===== src/rtl/sqrt_client.sv =====
// Sweep engine for the integer square-root unit: issues one start/ack request per
// operand in [a_first, a_last], checks each result and reports errors and timeouts.
module sqrt_client #(
    parameter int AW      = 8,
    parameter int RW      = AW / 2,
    parameter int TIMEOUT = 64,
    parameter int GAP     = 2
) (
    input  logic          Clk,
    input  logic          Rst_n,
    input  logic          run,
    input  logic [AW-1:0] a_first,
    input  logic [AW-1:0] a_last,
    output logic [AW-1:0] A,
    output logic          start,
    input  logic          ack,
    input  logic [RW-1:0] I,
    output logic          busy,
    output logic          done,
    output logic [AW-1:0] err_count,
    output logic [AW-1:0] last_bad_a,
    output logic          timeout_flag
);

    localparam int PW = 2 * RW + 1;
    localparam int CW = $clog2(TIMEOUT + GAP + 1);

    typedef enum logic [2:0] {
        S_IDLE, S_REQ, S_ACCEPT, S_WAIT, S_CHECK, S_GAP, S_FIN
    } state_t;

    state_t        state, state_next;
    logic [AW-1:0] a_next, a_end, a_end_next, err_next, bad_next;
    logic [RW-1:0] result, result_next;
    logic [CW-1:0] cnt, cnt_next;
    logic          to_next;

    function automatic logic [AW-1:0] sat_inc(input logic [AW-1:0] v);
        return (&v) ? v : v + AW'(1);
    endfunction

    // One extra product bit so that (2^RW)^2 is representable.
    function automatic logic root_ok(input logic [RW-1:0] r, input logic [AW-1:0] a);
        logic [PW-1:0] r_lo, r_hi, a_ext;
        r_lo  = PW'(r);
        r_hi  = r_lo + PW'(1);
        a_ext = PW'(a);
        return (r_lo * r_lo <= a_ext) && (r_hi * r_hi > a_ext);
    endfunction

    always_comb begin
        state_next  = state;
        a_next      = A;
        a_end_next  = a_end;
        err_next    = err_count;
        bad_next    = last_bad_a;
        to_next     = timeout_flag;
        cnt_next    = cnt;
        result_next = result;
        case (state)
            S_IDLE: begin
                if (run) begin
                    a_next     = a_first;
                    a_end_next = a_last;
                    err_next   = '0;
                    bad_next   = '0;
                    to_next    = 1'b0;
                    state_next = S_REQ;
                end
            end
            S_REQ: state_next = S_ACCEPT;
            S_ACCEPT: begin
                cnt_next   = '0;
                state_next = S_WAIT;
            end
            S_WAIT: begin
                if (ack) begin
                    result_next = I;
                    state_next  = S_CHECK;
                end else if (cnt == CW'(TIMEOUT - 1)) begin
                    to_next    = 1'b1;
                    state_next = S_FIN;
                end else begin
                    cnt_next = cnt + CW'(1);
                end
            end
            S_CHECK: begin
                if (!root_ok(result, A)) begin
                    err_next = sat_inc(err_count);
                    bad_next = A;
                end
                cnt_next = '0;
                // ">=" also covers a_first > a_last: one request, no wrap.
                if (A >= a_end) begin
                    state_next = S_FIN;
                end else begin
                    a_next     = A + AW'(1);
                    state_next = S_GAP;
                end
            end
            S_GAP: begin
                if (cnt == CW'(GAP - 1)) state_next = S_REQ;
                else cnt_next = cnt + CW'(1);
            end
            S_FIN:   state_next = S_IDLE;
            default: state_next = S_IDLE;
        endcase
    end

    always_ff @(posedge Clk or negedge Rst_n) begin
        if (!Rst_n) begin
            state        <= S_IDLE;
            A            <= '0;
            start        <= 1'b0;
            busy         <= 1'b0;
            done         <= 1'b0;
            err_count    <= '0;
            last_bad_a   <= '0;
            timeout_flag <= 1'b0;
            cnt          <= '0;
        end else begin
            state        <= state_next;
            A            <= a_next;
            start        <= (state_next == S_REQ);
            busy         <= (state_next != S_IDLE) && (state_next != S_FIN);
            done         <= (state_next == S_FIN);
            err_count    <= err_next;
            last_bad_a   <= bad_next;
            timeout_flag <= to_next;
            cnt          <= cnt_next;
        end
    end

    always_ff @(posedge Clk) begin
        a_end  <= a_end_next;
        result <= result_next;
    end

endmodule

===== config.mk =====
export PLATFORM = sky130hd
export DESIGN_NAME = sqrt_client
export DESIGN_NICKNAME = d
export VERILOG_FILES = /design/src/rtl/sqrt_client.sv
export SDC_FILE = /design/constraint.sdc
export NUM_CORES = 1
export LEC_CHECK = 0
export BUFFER_PORTS_ARGS = -buffer_cell sky130_fd_sc_hd__buf_2
export CAP_MARGIN = 5
export CORE_ASPECT_RATIO = 1.75
export CORE_UTILIZATION = 55
export CTS_CLUSTER_DIAMETER = 80
export DETAILED_ROUTE_END_ITERATION = 10
export GPL_TIMING_DRIVEN = 1
export PLACE_DENSITY_LB_ADDON = 0.2
export SKIP_CTS_REPAIR_TIMING = 1
export SLEW_MARGIN = 20
export SYNTH_ARGS = -nofsm -noshare
export SYNTH_HDL_FRONTEND = slang
export SYNTH_SLANG_ARGS = --single-unit

===== constraint.sdc =====
create_clock -name Clk -period 15.3 [get_ports Clk]
set_input_delay 0.765 -clock Clk [delete_from_list [all_inputs] [get_ports Clk]]
set_output_delay 0.765 -clock Clk [all_outputs]
set_load 0.05 [all_outputs]

=== Word-level counts from Yosys, hierarchy flattened ===
Index checks and enable logic that the tools add are counted.

* Register bits: 50
* Input port bits: 24
* Output and inout port bits: 28
* Word-level logic and storage cells: 77

* $add $sub $neg: 4
* Multipliers: 2
* Order comparisons: 3
* Equality and inequality tests: 18
* Multiplexer cells: 23
* Reduce and logical (&&, ||, !) cells: 16

{| class="wikitable"
|+ Operators by type and width
! cell !! count
|-
| 2-to-1 mux 8 bit || 6
|-
| one-hot mux 8 bit (2 select lines) || 3
|-
| 2-to-1 mux 7 bit || 3
|-
| one-hot mux 7 bit (3 select lines) || 1
|-
| one-hot mux 3 bit (6 select lines) || 1
|-
| adder 8 x 1 -> 8 bit (second input constant) || 2
|-
| != test 2 bit (second input constant) || 8
|-
| 2-to-1 mux 3 bit || 4
|-
| AND reduction 4 bit || 3
|-
| == test 3 bit (second input constant) || 3
|-
| greater-than comparator 9 x 8 -> 1 bit || 1
|-
| multiplier 5 x 5 -> 9 bit || 1
|-
| >= comparator 8 bit || 1
|-
| less-or-equal comparator 8 bit || 1
|-
| multiplier 4 x 4 -> 8 bit || 1
|-
| AND reduction 8 bit || 1
|-
| adder 7 x 1 -> 7 bit (second input constant) || 1
|-
| == test 7 x 1 -> 1 bit (second input constant) || 1
|-
| == test 7 x 6 -> 1 bit (second input constant) || 1
|-
| == test 3 x 1 -> 1 bit (second input constant) || 2
|-
| == test 3 x 2 -> 1 bit (second input constant) || 2
|-
| AND reduction 3 bit || 2
|-
| nonzero test 3 bit || 2
|-
| adder 4 x 1 -> 5 bit (second input constant) || 1
|-
| 9 further kinds || 14
|}

=== Logic depth before layout (Yosys ltp) ===
* Word-level depth: 6
* Gate-level depth with buffers: 23
* Mapped depth without buffers: 21

=== Worst setup path after synthesis ===
No wires, ideal clock.

* Kind: register to register
* Start point: register result[2]
* End point: register err_count[0]
* Library setup time: 0.128 ns
* Arrival: 5.028 ns
* Required time: 15.172 ns
* Slack: 10.144 ns
* Stages on the path, launching flop included: 24
* Path buffers: 2
* Clock period less this slack: 5.156 ns
* Path through: edfxtp_1 -> clkbuf_1 -> and2_1 -> nand2_1 -> xor2_1 -> or2_2 -> fa_1 -> fa_1 -> inv_1 -> ha_1 -> a41o_1 -> ha_1 -> inv_1 -> o21bai_1 -> a21oi_1 -> xnor2_1 -> ha_1 -> nand3_1 -> or3_1 -> o211ai_1 -> and4_4 -> buf_6 -> o21ai_2 -> mux2_1

* Longest elaborated chain between the ends: 6
* Elaborated cells on any way between the ends: 8
* Classes of those cells: add/sub: 1; mul: 2; order compare: 2; eq/ne: 1; reduce/logical: 2

{| class="wikitable"
|+ Ends and longest elaborated chain
! item !! RTL line !! text
|-
| start, declared || 34 || <nowiki>logic [RW-1:0] result, result_next;</nowiki>
|-
| start signal, assigned || 136 || <nowiki>result <= result_next;</nowiki>
|-
| adder 4 x 1 -> 5 bit || 46 || <nowiki>r_hi = r_lo + PW'(1);</nowiki>
|-
| multiplier 5 x 5 -> 9 bit || 48 || <nowiki>return (r_lo * r_lo <= a_ext) && (r_hi * r_hi > a_ext);</nowiki>
|-
| greater-than comparator 9 x 8 -> 1 bit || 48 ||
|-
| logical AND 1 bit * || 48 ||
|-
| != test 2 bit (no source line) * || - ||
|-
| AND reduction 4 bit (no source line) * || - ||
|-
| end signal, assigned || 127 || <nowiki>err_count <= err_next;</nowiki>
|-
| end, declared || 20 || <nowiki>output logic [AW-1:0] err_count,</nowiki>
|}

Every way passes the cells marked *; elsewhere a longest branch is shown, timed or not.
A chain may end at the register's enable or synchronous reset.

=== Worst setup path after layout ===
* Start point: register result[0]
* End point: register err_count[0]

The elaborated chain is that of the path after synthesis.

==> results.yml <==
power:
  p_seq_share_pct: 31.8
  pwr-share-comb_pct: 56.6
  internal_power_w: 0.0003382
  ir_drop_uv: 104.2
  pwr_density_cell_nw_per_um2: 174.0
  switching_share_pct: 50.09
  switching_power_w: 0.0003394
  clkPwrFrac_pct: 11.6
  p_leak_nw: 1.924
hold_path:
  min_path_cells: 2
  hp-class: "register to register"
worst_setup_path:
  end_kind: "register"
  cp.depth: 20
  critPathMostFrequentCell: "ha_1"
  critPathTopFamily: "adder cells"
  critPathMaxStageDelay_ns: 0.51
  cp_max_fo: 9
  start_kind: "register"
  required_ns: 15.50
  crit_buf_inv: 3
  slowest_stage: "fa_1"
  cp.arrival_ns: 5.56
  worstRegToRegCells: 20
  crit_type: "register to register"
  cp_cell_sequence: "inv_1 -> ha_1 -> or2_2 -> fa_1 -> fa_1 -> inv_1 -> ha_1 -> a41o_1 -> ha_1 -> inv_1 -> o21bai_1 -> a21oi_1 -> xnor2_1 -> ha_1 -> nand3_1 -> or3_1 -> o211ai_1 -> and4_4 -> o21ai_2 -> mux2_1"
clock_tree:
  root_buffer: "clkbuf_8"
  cts_buffer_depth: 2
  htree_num_levels: 2
  cts_tree: "built"
  insertion_delay_ns: 0.31
  cts_buffers: 5
  clk_pin_slew_ns: 0.09
  cts_sinks: 50
global_routing:
  grt_pass1_wl_um: 13440
  grt.overflow.total: 0
  grt_pass1_vias: 2932
  grt.total_usage_pct: 25.73
  antenna_found_initial: 0
  grt_max_degree: 39
place:
  io_buffers: 51
  finalWeightedCongestion: 0.8314
  place_inst: 491
  dpl.hpwl_um: 6391
timing:
  rsz0062_at_grt: "false"
  setup_viol: 0
  fin_crit_sh_pct: 35.03
  tightest_slew_ns: 0.8760
  skew_ns: 0.004566
  setup-tns-final_ns: 0
  min_period_ns: 5.359
  max_freq_ghz: 0.1866
  final_hold_viol_count: 0
  fin_hold_ws_ns: 0.5061
  slew_headroom_pct: 41.46
  slew_violations: 0
synthesis:
  yosysTopAreaCell: "dfrtp_1"
  synth-seq-cells: 50
  synth.distinct_cells: 56
  synth_edf_count: 12
  synth_fp_nets: 438
  ys.flop_type: "dfrtp_1"
  syn_area_per_cell_sq_um: 9.448
  syn_inst: 370
  synth_top_area_share_pct: 27.20
  seq_area_frac_synth_pct: 37.51
  ys_warn_count: 0
  ys_async_sr_fraction_pct: 76.00
  syn_area_sq_um: 3496
  synth_area_leaders: "dfrtp_1, ha_1, edfxtp_1"
route:
  postRouteAntennaNets: 0
  drtPass1Iterations: 4
  wl_per_cell_um: 16.27
  wl_um: 8121
  vias_per_cell: 5.956
  drc_errors: 0
  drtIter0Drc: 89
  vias: 2972
finish:
  drive_above_1_share_pct: 15.99
  antennaDiodeCount: 0
  instances_no_fill: 499
  synthToLayoutAreaGrowth_pct: 11.38
  nets: 486
floorplan:
  die_area_sq_um: 6691
  fp-row-count: 38
  start_util_pct: 56.56
  fp.coreArea_sq_um: 6181
  dieHeight_um: 107.5
  boundaryPins: 52
  fp.dieW_um: 62.27
flow_run:
  max-cap-violations: 0
run_status:
  status: "complete, no violations"
-- Yosys cell counts, types with 3 or more instances --
| master | n |
|---|---|
| a211oi_1 | 5 |
| a21oi_1 | 18 |
| a31oi_1 | 3 |
| and2_1 | 9 |
| and3_1 | 8 |
| clkbuf_1 | 7 |
| dfrtp_1 | 38 |
| edfxtp_1 | 12 |
| ha_1 | 42 |
| inv_1 | 30 |
| mux2i_1 | 6 |
| nand2_1 | 25 |
| nand3_1 | 19 |
| nand4_1 | 4 |
| nor2_1 | 16 |
| nor2b_1 | 9 |
| nor3_1 | 11 |
| o2111ai_1 | 4 |
| o211ai_1 | 7 |
| o21a_1 | 3 |
| o21ai_0 | 8 |
| o21ai_1 | 11 |
| o311ai_1 | 5 |
| o31ai_1 | 11 |
| or2_1 | 3 |
| or2_2 | 6 |
| or3_1 | 5 |
| xnor2_1 | 5 |
| xor2_1 | 5 |
-- worst min-delay path, delay by kind of cell (launching register included) --
kind            cells  cell delay, ns
compound gates      1            0.07
flops               1            0.34
simple gates        1            0.06
-- state kept, by name (all words and copies together) (netlist names) --
register      count
done              1
cnt               7
A                 8
a_end             8
err_count         8
state             3
timeout_flag      1
busy              1
result            4
last_bad_a        8
start             1
-- stage by stage --
step	cell area (sq um)	util (%)	total power, W	setup slack (ns)
after global routing	3894	63.00	0.0007346	9.638
after floorplan	3496	-	0.0005047	10.14
after detailed placement	3804	61.54	0.0005998	9.966
after CTS	3894	63.00	0.0006796	9.949
after global placement	3804	61.54	0.0005866	10.11
final	3894	63.00	0.0006776	9.941
-- power by group through the flow --
stage / sequential (W) / combinational [W] / clock [W]
after global routing: 0.000222 / 0.000427 / 0.0000853
final: 0.000216 / 0.000383 / 0.0000784
after floorplan: 0.000266 / 0.000238 / 0
after global placement: 0.000216 / 0.000371 / 0
after detailed placement: 0.000217 / 0.000382 / 0
after CTS: 0.000215 / 0.000384 / 0.0000812
-- path summary, 6_finish.rpt --
check                              start             to  slack [ns]
setup / recovery               result[0]   err_count[0]        9.94
hold / removal             last_bad_a[4]  last_bad_a[4]        0.51
setup reg to reg               result[0]   err_count[0]        9.94
hold reg to reg            last_bad_a[4]  last_bad_a[4]        0.51
max in group asynchronous          Rst_n   err_count[6]       14.21
min in group asynchronous          Rst_n   timeout_flag        0.56
-- metal layers --
layer	wire (um)	track usage [%]
met1	3172	26.72
met2	4597	49.76
met3	170	3.284
met4	182	12.79
met5	0	0
-- cells in the final DEF (no fill, tap or decap), types with 11 or more instances in the layout --
cell type / netlist / final
buf_2: 2 / 51
ha_1: 42 / 42
dfrtp_1: 38 / 38
inv_1: 30 / 30
nand2_1: 25 / 25
nand3_1: 19 / 19
a21oi_1: 18 / 18
nor2_1: 16 / 16
edfxtp_1: 12 / 12
o21ai_1: 11 / 11
nor3_1: 11 / 11
o31ai_1: 11 / 11
-- layout make-up --
class / instances / area, sq um
fillers: 560 / 2287
multi-input cells: 280 / 2024
flip-flops and latches: 50 / 1311
repair buffers: 51 / 255.2
inverters: 30 / 112.6
well taps: 80 / 100.1
clock buffers: 8 / 90.09
-- cells by family after synthesis --
group                      share of synthesized area [%]
AOI/OAI and AO/OA                                  17.57
and+or+nand+nor                                    19.18
DFF                                                37.51
muxes                                              2.362
other                                             0.1073
buffers and inverters                              4.581
xor gates and xnor gates                           2.505
adders and majority gates                          16.18
(Power assumes the default switching activity.)
